`config.mk`:
```
export PLATFORM = sky130hd
export DESIGN_NAME = uart_cmd_sequencer_flat
export DESIGN_NICKNAME = d
export VERILOG_FILES = /design/src/rtl/uart_cmd_sequencer_pkg.sv /design/src/rtl/uart_cmd_sequencer_if.sv /design/src/rtl/uart_cmd_sequencer_timeout.sv /design/src/rtl/uart_cmd_sequencer.sv /design/src/flat_wrapper.sv
export SDC_FILE = /design/constraint.sdc
export NUM_CORES = 1
export LEC_CHECK = 0
export BUFFER_PORTS_ARGS = -buffer_cell sky130_fd_sc_hd__buf_2
export CAP_MARGIN = 15
export CORE_ASPECT_RATIO = 1.1
export CORE_MARGIN = 4
export CORE_UTILIZATION = 26
export CTS_CLUSTER_SIZE = 16
export DETAILED_ROUTE_END_ITERATION = 8
export GPL_TIMING_DRIVEN = 0
export MAX_ROUTING_LAYER = met4
export PLACE_DENSITY = 0.49
export SYNTH_ARGS = -nofsm -noshare
export SYNTH_HDL_FRONTEND = slang
export SYNTH_HIERARCHICAL = 1
export SYNTH_SLANG_ARGS = --single-unit
```
`constraint.sdc`:
```
create_clock -name clk -period 7.8 [get_ports clk]
set_clock_uncertainty 0.1 [all_clocks]
set_input_delay 0.78 -clock clk [delete_from_list [all_inputs] [get_ports clk]]
set_output_delay 0.78 -clock clk [all_outputs]
set_load 0.1 [all_outputs]
```
`src/rtl/uart_cmd_sequencer_pkg.sv`:
```
// Package for the UART command sequencer.
// Holds the FSM state type, the frame opcodes, the response codes and the
// register data width shared by the interface, the top and the testbench.
package uart_cmd_pkg;

    localparam int unsigned DATA_W = 32;

    localparam logic [7:0] OP_WRITE = 8'h57;
    localparam logic [7:0] OP_READ  = 8'h52;
    localparam logic [7:0] ACK      = 8'h06;
    localparam logic [7:0] NAK      = 8'h15;

    typedef enum logic [2:0] {
        StIdle,
        StGetAddr,
        StGetData,
        StRegWr,
        StRegRd,
        StWaitRd,
        StSendResp
    } state_e;

endpackage

```
`src/rtl/uart_cmd_sequencer_if.sv`:
```
// Bus interface of the UART command sequencer.
// Groups the RX FIFO pop side, the TX FIFO push side and the register port.
//   master : the sequencer (pops RX, pushes TX, issues register strobes)
//   slave  : the environment (FIFOs and register file)
interface uart_cmd_sequencer_if;
    import uart_cmd_pkg::*;

    // RX byte FIFO
    logic              rx_valid;
    logic [7:0]        rx_data;
    logic              rx_rd_en;
    // TX byte FIFO
    logic              tx_full;
    logic              tx_wr_en;
    logic [7:0]        tx_wr_data;
    // Register port
    logic [7:0]        reg_addr;
    logic [DATA_W-1:0] reg_wdata;
    logic              reg_wr_en;
    logic              reg_rd_en;
    logic [DATA_W-1:0] reg_rdata;
    logic              reg_rd_valid;

    modport master (
        input  rx_valid, rx_data, tx_full, reg_rdata, reg_rd_valid,
        output rx_rd_en, tx_wr_en, tx_wr_data, reg_addr, reg_wdata, reg_wr_en, reg_rd_en
    );

    modport slave (
        output rx_valid, rx_data, tx_full, reg_rdata, reg_rd_valid,
        input  rx_rd_en, tx_wr_en, tx_wr_data, reg_addr, reg_wdata, reg_wr_en, reg_rd_en
    );

endinterface

```
`src/rtl/uart_cmd_sequencer_timeout.sv`:
```
// Clear/enable/expire counter used to abort stalled frames and reads.
// Ports:
//   clk, rst_n : clock, asynchronous active-low reset
//   clear      : forces the count to zero (takes priority over enable)
//   enable     : counts one per cycle while high
//   limit      : count value at which expired is raised
//   expired    : high while enabled, not cleared and the count equals limit
module cmd_timeout_counter #(
    parameter int unsigned WIDTH = 8
) (
    input  logic             clk,
    input  logic             rst_n,
    input  logic             clear,
    input  logic             enable,
    input  logic [WIDTH-1:0] limit,
    output logic             expired
);

    logic [WIDTH-1:0] count_q, count_d;

    always_comb begin
        expired = enable && !clear && (count_q == limit);
        count_d = count_q;
        if (clear) begin
            count_d = '0;
        end else if (enable && !expired) begin
            count_d = count_q + WIDTH'(1);
        end
    end

    always_ff @(posedge clk or negedge rst_n) begin
        if (!rst_n) begin
            count_q <= '0;
        end else begin
            count_q <= count_d;
        end
    end

endmodule

```
`src/rtl/uart_cmd_sequencer.sv`:
```
// UART command sequencer.
// Decodes byte frames popped from an RX FIFO into register writes/reads and
// pushes response bytes (ACK, NAK or 4 read-data bytes MSB first) to a TX FIFO.
//   write frame: 0x57, addr, d3, d2, d1, d0  -> reg write, response ACK
//   read  frame: 0x52, addr                  -> reg read,  response d3..d0
//   bad opcode or inter-byte / read timeout  -> response NAK, no strobe
// Ports:
//   clk, rst_n : clock, asynchronous active-low reset
//   bus        : RX/TX FIFO and register port (master side)
//   busy       : high whenever the FSM is not idle
module uart_cmd_sequencer
    import uart_cmd_pkg::*;
#(
    parameter int unsigned TIMEOUT_CYCLES = 100000,
    parameter int unsigned RD_LATENCY_MAX = 16
) (
    input  logic                  clk,
    input  logic                  rst_n,
    uart_cmd_sequencer_if.master  bus,
    output logic                  busy
);

    localparam int unsigned CntW = $clog2(TIMEOUT_CYCLES) + 1;
    localparam logic [CntW-1:0] ByteLimit = CntW'(TIMEOUT_CYCLES - 1);
    localparam logic [CntW-1:0] RdLimit   = CntW'(RD_LATENCY_MAX);

    state_e            state_q, state_d;
    logic [7:0]        addr_q, addr_d;
    logic [DATA_W-1:0] wdata_q, wdata_d;
    logic              is_write_q, is_write_d;
    logic [1:0]        byte_cnt_q, byte_cnt_d;
    logic [DATA_W-1:0] resp_q, resp_d;
    logic [1:0]        resp_cnt_q, resp_cnt_d;

    logic            pop;
    logic            tmo_clear;
    logic            tmo_enable;
    logic [CntW-1:0] tmo_limit;
    logic            tmo_expired;

    // Pop only in the frame-receiving states; gated by reset so the FIFO is
    // never drained while the block is held in reset.
    assign pop = rst_n && bus.rx_valid && (state_q inside {StIdle, StGetAddr, StGetData});

    // Clearing in REG_RD makes the first WAIT_RD cycle start at zero.
    assign tmo_clear  = pop || (state_q == StRegRd);
    assign tmo_enable = state_q inside {StGetAddr, StGetData, StWaitRd};
    assign tmo_limit  = (state_q == StWaitRd) ? RdLimit : ByteLimit;

    cmd_timeout_counter #(
        .WIDTH (CntW)
    ) u_timeout (
        .clk     (clk),
        .rst_n   (rst_n),
        .clear   (tmo_clear),
        .enable  (tmo_enable),
        .limit   (tmo_limit),
        .expired (tmo_expired)
    );

    always_comb begin
        state_d    = state_q;
        addr_d     = addr_q;
        wdata_d    = wdata_q;
        is_write_d = is_write_q;
        byte_cnt_d = byte_cnt_q;
        resp_d     = resp_q;
        resp_cnt_d = resp_cnt_q;

        unique case (state_q)
            StIdle: begin
                if (pop) begin
                    if (bus.rx_data == OP_WRITE || bus.rx_data == OP_READ) begin
                        is_write_d = (bus.rx_data == OP_WRITE);
                        state_d    = StGetAddr;
                    end else begin
                        resp_d     = {NAK, 24'h0};
                        resp_cnt_d = 2'd0;
                        state_d    = StSendResp;
                    end
                end
            end
            StGetAddr: begin
                if (pop) begin
                    addr_d     = bus.rx_data;
                    byte_cnt_d = 2'd0;
                    state_d    = is_write_q ? StGetData : StRegRd;
                end else if (tmo_expired) begin
                    resp_d     = {NAK, 24'h0};
                    resp_cnt_d = 2'd0;
                    state_d    = StSendResp;
                end
            end
            StGetData: begin
                if (pop) begin
                    wdata_d    = {wdata_q[DATA_W-9:0], bus.rx_data};
                    byte_cnt_d = byte_cnt_q + 2'd1;
                    if (byte_cnt_q == 2'd3) begin
                        state_d = StRegWr;
                    end
                end else if (tmo_expired) begin
                    resp_d     = {NAK, 24'h0};
                    resp_cnt_d = 2'd0;
                    state_d    = StSendResp;
                end
            end
            StRegWr: begin
                resp_d     = {ACK, 24'h0};
                resp_cnt_d = 2'd0;
                state_d    = StSendResp;
            end
            StRegRd: begin
                state_d = StWaitRd;
            end
            StWaitRd: begin
                if (bus.reg_rd_valid) begin
                    resp_d     = bus.reg_rdata;
                    resp_cnt_d = 2'd3;
                    state_d    = StSendResp;
                end else if (tmo_expired) begin
                    resp_d     = {NAK, 24'h0};
                    resp_cnt_d = 2'd0;
                    state_d    = StSendResp;
                end
            end
            StSendResp: begin
                // Head byte stays in resp_q[31:24] until the FIFO accepts it.
                if (!bus.tx_full) begin
                    resp_d = resp_q << 8;
                    if (resp_cnt_q == 2'd0) begin
                        state_d = StIdle;
                    end else begin
                        resp_cnt_d = resp_cnt_q - 2'd1;
                    end
                end
            end
            default: begin
                state_d = StIdle;
            end
        endcase
    end

    always_comb begin
        bus.rx_rd_en   = pop;
        bus.tx_wr_en   = (state_q == StSendResp) && !bus.tx_full;
        bus.tx_wr_data = (state_q == StSendResp) ? resp_q[DATA_W-1:DATA_W-8] : 8'h00;
        bus.reg_addr   = addr_q;
        bus.reg_wdata  = wdata_q;
        bus.reg_wr_en  = (state_q == StRegWr);
        bus.reg_rd_en  = (state_q == StRegRd);
        busy           = (state_q != StIdle);
    end

    always_ff @(posedge clk or negedge rst_n) begin
        if (!rst_n) begin
            state_q    <= StIdle;
            addr_q     <= '0;
            wdata_q    <= '0;
            is_write_q <= 1'b0;
            byte_cnt_q <= '0;
            resp_q     <= '0;
            resp_cnt_q <= '0;
        end else begin
            state_q    <= state_d;
            addr_q     <= addr_d;
            wdata_q    <= wdata_d;
            is_write_q <= is_write_d;
            byte_cnt_q <= byte_cnt_d;
            resp_q     <= resp_d;
            resp_cnt_q <= resp_cnt_d;
        end
    end

endmodule
```
`src/flat_wrapper.sv`:
```
// flat-port wrapper written by rule: the top's interface ports become plain ports
module uart_cmd_sequencer_flat import uart_cmd_pkg::*;
#(
    parameter int unsigned TIMEOUT_CYCLES = 100000,
    parameter int unsigned RD_LATENCY_MAX = 16
)
  (clk, rst_n, busy, bus_rx_valid, bus_rx_data, bus_tx_full, bus_reg_rdata, bus_reg_rd_valid, bus_rx_rd_en, bus_tx_wr_en, bus_tx_wr_data, bus_reg_addr, bus_reg_wdata, bus_reg_wr_en, bus_reg_rd_en);
  uart_cmd_sequencer_if bus_i ();
  input  logic clk;
  input  logic rst_n;
  output logic busy;
  input wire logic [$bits(bus_i.rx_valid)-1:0] bus_rx_valid;
  input wire logic [$bits(bus_i.rx_data)-1:0] bus_rx_data;
  input wire logic [$bits(bus_i.tx_full)-1:0] bus_tx_full;
  input wire logic [$bits(bus_i.reg_rdata)-1:0] bus_reg_rdata;
  input wire logic [$bits(bus_i.reg_rd_valid)-1:0] bus_reg_rd_valid;
  output wire logic [$bits(bus_i.rx_rd_en)-1:0] bus_rx_rd_en;
  output wire logic [$bits(bus_i.tx_wr_en)-1:0] bus_tx_wr_en;
  output wire logic [$bits(bus_i.tx_wr_data)-1:0] bus_tx_wr_data;
  output wire logic [$bits(bus_i.reg_addr)-1:0] bus_reg_addr;
  output wire logic [$bits(bus_i.reg_wdata)-1:0] bus_reg_wdata;
  output wire logic [$bits(bus_i.reg_wr_en)-1:0] bus_reg_wr_en;
  output wire logic [$bits(bus_i.reg_rd_en)-1:0] bus_reg_rd_en;
  assign bus_i.rx_valid = bus_rx_valid;
  assign bus_i.rx_data = bus_rx_data;
  assign bus_i.tx_full = bus_tx_full;
  assign bus_i.reg_rdata = bus_reg_rdata;
  assign bus_i.reg_rd_valid = bus_reg_rd_valid;
  assign bus_rx_rd_en = bus_i.rx_rd_en;
  assign bus_tx_wr_en = bus_i.tx_wr_en;
  assign bus_tx_wr_data = bus_i.tx_wr_data;
  assign bus_reg_addr = bus_i.reg_addr;
  assign bus_reg_wdata = bus_i.reg_wdata;
  assign bus_reg_wr_en = bus_i.reg_wr_en;
  assign bus_reg_rd_en = bus_i.reg_rd_en;
  uart_cmd_sequencer #(.TIMEOUT_CYCLES(TIMEOUT_CYCLES), .RD_LATENCY_MAX(RD_LATENCY_MAX)) u_core (.clk(clk), .rst_n(rst_n), .bus(bus_i), .busy(busy));
endmodule
```
; ---- Word level (Yosys, flattened, before mapping)
; Cells that the tools add are included.
[word_totals]
latchBits = 0
ram_bits = 0
rom_bits = 0
reg_bits = 98
in_bits = 45
mem_count = 0
output_inout_bits = 53
[classes]
shift = 0
n_eq_ne = 19
mux = 33
n_bitwise = 0
div = 0
n_lt_le_gt_ge = 0
multipliers = 0
reduce_logical = 27
n_addsub = 3
[ops]
columns = cell, count
row1 = 32-bit 2-to-1 mux, 6
row2 = 32-bit case mux with 5 select lines, 1
row3 = 18-bit 2-to-1 mux, 2
row4 = 3-bit 2-to-1 mux, 10
row5 = 3-bit case mux with 7 select lines, 1
row6 = "18-bit by 1-bit adder with 18-bit output, second input constant", 1
row7 = 18-bit == test, 1
row8 = 2-bit 2-to-1 mux, 9
row9 = 17-bit 2-to-1 mux, 1
row10 = "8-bit by 7-bit == test with 1-bit output, second input constant", 2
row11 = 2-bit case mux with 5 select lines, 1
row12 = "3-bit == test, second input constant", 3
row13 = 3-bit nonzero test, 3
row14 = 8-bit 2-to-1 mux, 1
row15 = "2-bit by 1-bit != test with 1-bit output, second input constant", 4
row16 = "2-bit != test, second input constant", 4
row17 = "3-bit by 2-bit == test with 1-bit output, second input constant", 2
row18 = 1-bit logical AND, 6
row19 = 3-bit AND reduction, 2
row20 = 6-bit AND reduction, 1
row21 = 5-bit AND reduction, 1
row22 = 5-bit nonzero test, 1
row23 = 2-bit case mux with 2 select lines, 1
row24 = 2-bit AND reduction, 2
row25 = 12 further kinds, 16

; ---- Depth between registers and ports, before layout
[depth]
ltp_word = 11
depth_mapped = 14

; ---- By module
; The synthesis kept the hierarchy.
[by_module_without_submodules]
columns = module, instances, cells_per_inst, area_per_inst_um2, seq_area_each_um2
row1 = uart_cmd_sequencer, 1, 309, 3802.4, 2001.9
row2 = cmd_timeout_counter, 1, 133, 1258.7, 450.4

; ---- Least setup slack after synthesis
; Ideal clock, no wire load.
[synth_timing]
path_kind = input port to flip-flop
start = input rst_n
end = register u_core.state_q[0]
path_buffers = 1
setup_slack_ps = 2732
required_time_ps = 7596
path_stages = 12
arrival_ps = 4864
setup_time_ps = 104
path_cell_list = nand2_1 nor3b_1 or2_2 nand2b_1 nor4_1 nand4_1 nor2_1 clkbuf_1 o21ai_0 a32o_1 a21oi_1 a221oi_1
[synth_via]
elab_chain_cells = 9
elab_cells_between_ends = 14
cone_classes = eq/ne (2) / mux (5) / reduce/logical (7)
[synth_lines]
columns = item, line
row1 = from (decl), flat_wrapper.sv:10  ; input logic rst_n;
row2 = 1-bit logical AND * (2 in a row), uart_cmd_sequencer.sv:43  ; assign pop = rst_n && bus.rx_valid && (state_q inside {StIdle, StGetAddr, StGetData});
row3 = net bus_rx_rd_en, flat_wrapper.sv:17  ; output wire logic [$bits(bus_i.rx_rd_en)-1:0] bus_rx_rd_en;
row4 = 1-bit logical OR *, uart_cmd_sequencer.sv:46  ; assign tmo_clear = pop || (state_q == StRegRd);
row5 = net u_core.tmo_clear, uart_cmd_sequencer.sv:36  ; logic tmo_clear;
row6 = 1-bit zero test *, uart_cmd_sequencer_timeout.sv:22  ; expired = enable && !clear && (count_q == limit);
row7 = 1-bit logical AND * (2 in a row), uart_cmd_sequencer_timeout.sv:22
row8 = net u_core.tmo_expired, uart_cmd_sequencer.sv:39  ; logic tmo_expired;
row9 = 3-bit 2-to-1 mux *, --
row10 = "3-bit 2-to-1 mux, on equally long branches", --
row11 = 3-bit case mux with 7 select lines *, uart_cmd_sequencer.sv:70  ; unique case (state_q)
row12 = to (signal assigned), uart_cmd_sequencer.sv:156  ; state_q <= StIdle;
row13 = to (signal assigned), uart_cmd_sequencer.sv:164  ; state_q <= state_d;
row14 = to (decl), uart_cmd_sequencer.sv:27  ; state_e state_q, state_d;
; The timed path passes the listed nets; every way through them passes the cells marked *.
; A chain may end at the register's enable or synchronous reset.

; ---- Final worst setup path
[layout_timing]
start = register u_core.state_q[2]
end = register u_core.state_q[0]
[layout_via]
elab_chain_cells = 10
elab_cells_between_ends = 26
cone_classes = eq/ne (11) / mux (6) / reduce/logical (9)
[layout_lines]
columns = item, line
row1 = 3-bit by 1-bit == test with 1-bit output (tied with other cells), uart_cmd_sequencer.sv:43
row2 = 3-bit nonzero test, uart_cmd_sequencer.sv:43
row3 = 1-bit logical AND, uart_cmd_sequencer.sv:43
row4 = 1-bit logical OR *, uart_cmd_sequencer.sv:46
row5 = net u_core.tmo_clear, uart_cmd_sequencer.sv:36
row6 = 1-bit zero test *, uart_cmd_sequencer_timeout.sv:22
row7 = 1-bit logical AND * (2 in a row), uart_cmd_sequencer_timeout.sv:22
row8 = net u_core.tmo_expired, uart_cmd_sequencer.sv:39
row9 = 3-bit 2-to-1 mux *, --
row10 = "3-bit 2-to-1 mux, on equally long branches", --
row11 = 3-bit case mux with 7 select lines *, uart_cmd_sequencer.sv:70
; Marked as above.

==> flow_metrics.py <==
metrics = {
    "synthesis": {
        "ys_seq_area_share_pct": 48.5,
        "ys_types": 71,
        "syn_area_um2": 5060,
        "syn_inst": 442,
        "ys_warn_count": 6,
        "async_reset_ff_share_pct": 100,
        "ys_ff_latch": 98,
        "synth_edf_count": 0,
        "avgSynthCellArea_um2": 11.5,
        "synthFlopType": "dfrtp_1",
    },
    "cts": {
        "clk_latency_ns": 0.35,
        "cts_sinks": 98,
        "cts.path.max_buffers": 2,
        "cts-root-buf": "clkbuf_16",
        "cts-hold-fix-buffers": 0,
        "cts_resized": 0,
        "cts-buffers-inserted": 9,
        "htree_levels": 3,
        "cts_tree": "built",
        "clk_pin_slew_worst_paths_ns": 0.07,
        "cts_setup_buffers": 0,
    },
    "sta": {
        "timing.slew.headroom_pct": 41.5,
        "hold_viol_final": 0,
        "setup_viol": 0,
        "period_share_pct": 52.7,
        "fin_crit_ns": 4.11,
        "rsz0062_at_grt": "false",
        "layout_setup_ws_ns": 3.69,
        "tightest_slew_ns": 0.873,
        "fmax_mhz": 243,
        "report.final.slew_viol_count": 0,
        "setup_tns_ns": 0,
    },
    "finish": {
        "drive_gt1_share_pct": 33.9,
        "antenna_cells": 0,
        "area_growth_pct": 23.2,
        "fillers": 2004,
        "nets": 606,
    },
    "route": {
        "viasPerCell": 4.82,
        "drt_iter0_markers": 169,
        "firstDrtPassIters": 4,
        "drt-total-wl_mm": 13.3,
        "num_vias": 3906,
        "postRouteAntennaNets": 0,
        "drc": 0,
        "avgRoutedWirePerCell_um": 16.4,
    },
    "power_and_ir_drop": {
        "comb_power_share_pct": 55.4,
        "power.density_nw_per_um2": 452,
        "ir_worst_vdd_mv": 0.269,
        "p_int_uw": 1330,
        "leakagePower_uw": 0.00287,
        "clkPwrFrac_pct": 16.9,
        "seqPwrFrac_pct": 27.7,
        "power.switching_uw": 1490,
        "p_sw_share_pct": 52.9,
    },
    "critical_path": {
        "rr_startpoint": "u_core/state_q[2]",
        "worst_r2r_path_depth": 14,
        "worstPathCellList": "buf_2, buf_1, clkbuf_1, nor3b_1, or2_2, nand2b_1, nor4_1, nand4_1, nor2_1, clkbuf_1, o21ai_0, a32o_1, a21oi_1, a221oi_1",
        "crit_fanout": 10,
        "rrSetupSlack_ns": 3.69,
        "rr_endpoint": "u_core/state_q[0]",
        "cp-end-kind": "flip-flop",
        "worst_path_max_delay_cell": "clkbuf_1",
        "crit_path_start_kind": "flip-flop",
        "cp.arrival_ns": 4.21,
        "path_common_cell": "clkbuf_1",
        "max_stage_delay_ns": 0.42,
        "crit_required_ns": 7.91,
        "crit_type": "flip-flop to flip-flop",
    },
    "placement": {
        "place_congestion": 0.829,
        "port_buffers": 97,
        "place_ws_ns": 3.60,
        "dp_hpwl_mm": 9.90,
    },
    "run_status": {
        "status": "finished clean",
    },
    "hold_path": {
        "hp-class": "input port to async pin",
    },
    "global_route": {
        "grt_max_degree": 63,
        "grt_usage_pct": 12.8,
        "grt_pass1_wl_mm": 21.8,
        "antenna_found_initial": 0,
        "grt_pass1_vias": 4087,
        "gr-total-overflow": 0,
    },
    "floorplanning": {
        "die_width_um": 141,
        "die_h_um": 154,
        "start_util_pct": 26.5,
        "rows": 53,
        "die_area_um2": 21800,
        "core_region_area_um2": 19100,
        "io_pins": 98,
    },
    "flow_run": {
        "cap_viol_max_count": 0,
    },
}
[how the worst max path moves through the flow]
stage,start,endpoint,slack [ns],cells past startpoint
6_report,u_core/state_q[2],u_core/state_q[0],3.69,14
4_1_cts,u_core/state_q[2],u_core/state_q[0],3.69,14
3_3_place_gp,rst_n,u_core/state_q[0],2.02,13
5_1_grt,u_core/state_q[2],u_core/state_q[0],3.33,14
3_5_place_dp,rst_n,u_core/state_q[0],3.60,13
2_1_floorplan,rst_n,u_core/state_q[0],2.73,12
[synthesized netlist by cell type (all sizes together) (5+ instances only)]
library cell	number	area share (%)
nor2	23	1.8
a21oi	15	1.5
nand3	6	0.59
o2bb2ai	22	5.0
mux2	45	10
nand2b	5	0.62
xor2	22	3.8
and3	10	1.3
clkbuf	19	1.4
dfrtp	98	48
inv	11	0.82
or3	6	0.84
nor2b	9	1.1
nand4	5	0.62
nand2	13	0.96
o21ai	15	1.7
a22oi	20	3.0
buf	11	1.6
nor4	10	1.7
or4	6	0.96
a22o	9	1.6
[layout by cell type (no fill, tap or decap), drive strengths merged, types with 20 or more instances in the layout]
cell type	instances
a22oi	20
xor2	22
nor2	23
mux2	45
o2bb2ai	22
buf	109
clkbuf	28
dfrtp	98
[layer usage]
| layer | up-vias | GRT usage, % | routed length [um] | part of all wire [%] |
|---|---|---|---|---|
| li1 | 1882 | - | - | - |
| met1 | 1958 | 16.0 | 5980 | 45 |
| met2 | 57 | 21.0 | 6800 | 51 |
| met3 | 9 | 2.32 | 301 | 2.3 |
| met4 | 0 | 4.20 | 197 | 1.5 |
| met5 | - | - | 0 | 0 |
[worst max-delay path: cells and delay by family (launching register included)]
family	cells	cell delay [ns]
buf+inv	4	1.38
simple gates	6	1.47
compound gates	4	0.65
flops	1	0.34
[per-stage QoR]
stage	cell area [um^2]	total power, uW	util [%]	hold slack, ns	cells
2_1_floorplan	5090	2040	-	0.352	449
3_3_place_gp	5880	2330	30.8	0.364	793
3_5_place_dp	5910	2360	31.0	0.373	794
4_1_cts	6230	2850	32.6	0.302	810
5_1_grt	6230	2980	32.6	0.334	810
6_report	6230	2820	32.6	0.298	810
[sequential cells by signal (all words and copies together), names as in the netlist]
register and flops:
u_core/byte_cnt_q 2, u_core/resp_q 32, u_core/resp_cnt_q 2, u_core/u_timeout/count_q 18, u_core/is_write_q 1, u_core/state_q 3, u_core/bus.reg_addr 8, u_core/bus.reg_wdata 32
[area by class of cell]
class | count | area [um^2] | share of cell area, %
Buffer | 30 | 151 | 2.43
Clock buffer | 9 | 225 | 3.61
Clock inverter | 7 | 96.3 | 1.55
Inverter | 11 | 41.3 | 0.662
Multi-Input combinational cell | 310 | 2440 | 39.2
Sequential cell | 98 | 2450 | 39.3
Tap cell | 247 | 309 | 4.96
Timing Repair Buffer | 98 | 515 | 8.27
[cells by family (layout without fill, tap and decap cells)]
kind of cell | count (synthesis) | count (layout) | share of synthesized area [%]
AO/OA/AOI/OAI | 113 | 113 | 18.2
XOR/XNOR | 24 | 24 | 4.15
adder cells (fa/ha/maj) | 3 | 3 | 0.742
buffers and inverters | 41 | 155 | 3.81
flip-flops | 98 | 98 | 48.5
multiplexers | 47 | 47 | 10.6
other | 2 | 9 | 0.148
AND/OR/NAND/NOR | 114 | 114 | 13.9
[power groups by stage]
| stage | combinational [uW] | clock (uW) | sequential [uW] |
|---|---|---|---|
| floorplan | 717 | 0 | 1320 |
| global placement | 1550 | 0 | 782 |
| detailed placement | 1570 | 0 | 787 |
| CTS | 1570 | 495 | 780 |
| global route | 1660 | 516 | 803 |
| finish | 1560 | 477 | 780 |
(Power assumes the default switching activity.)
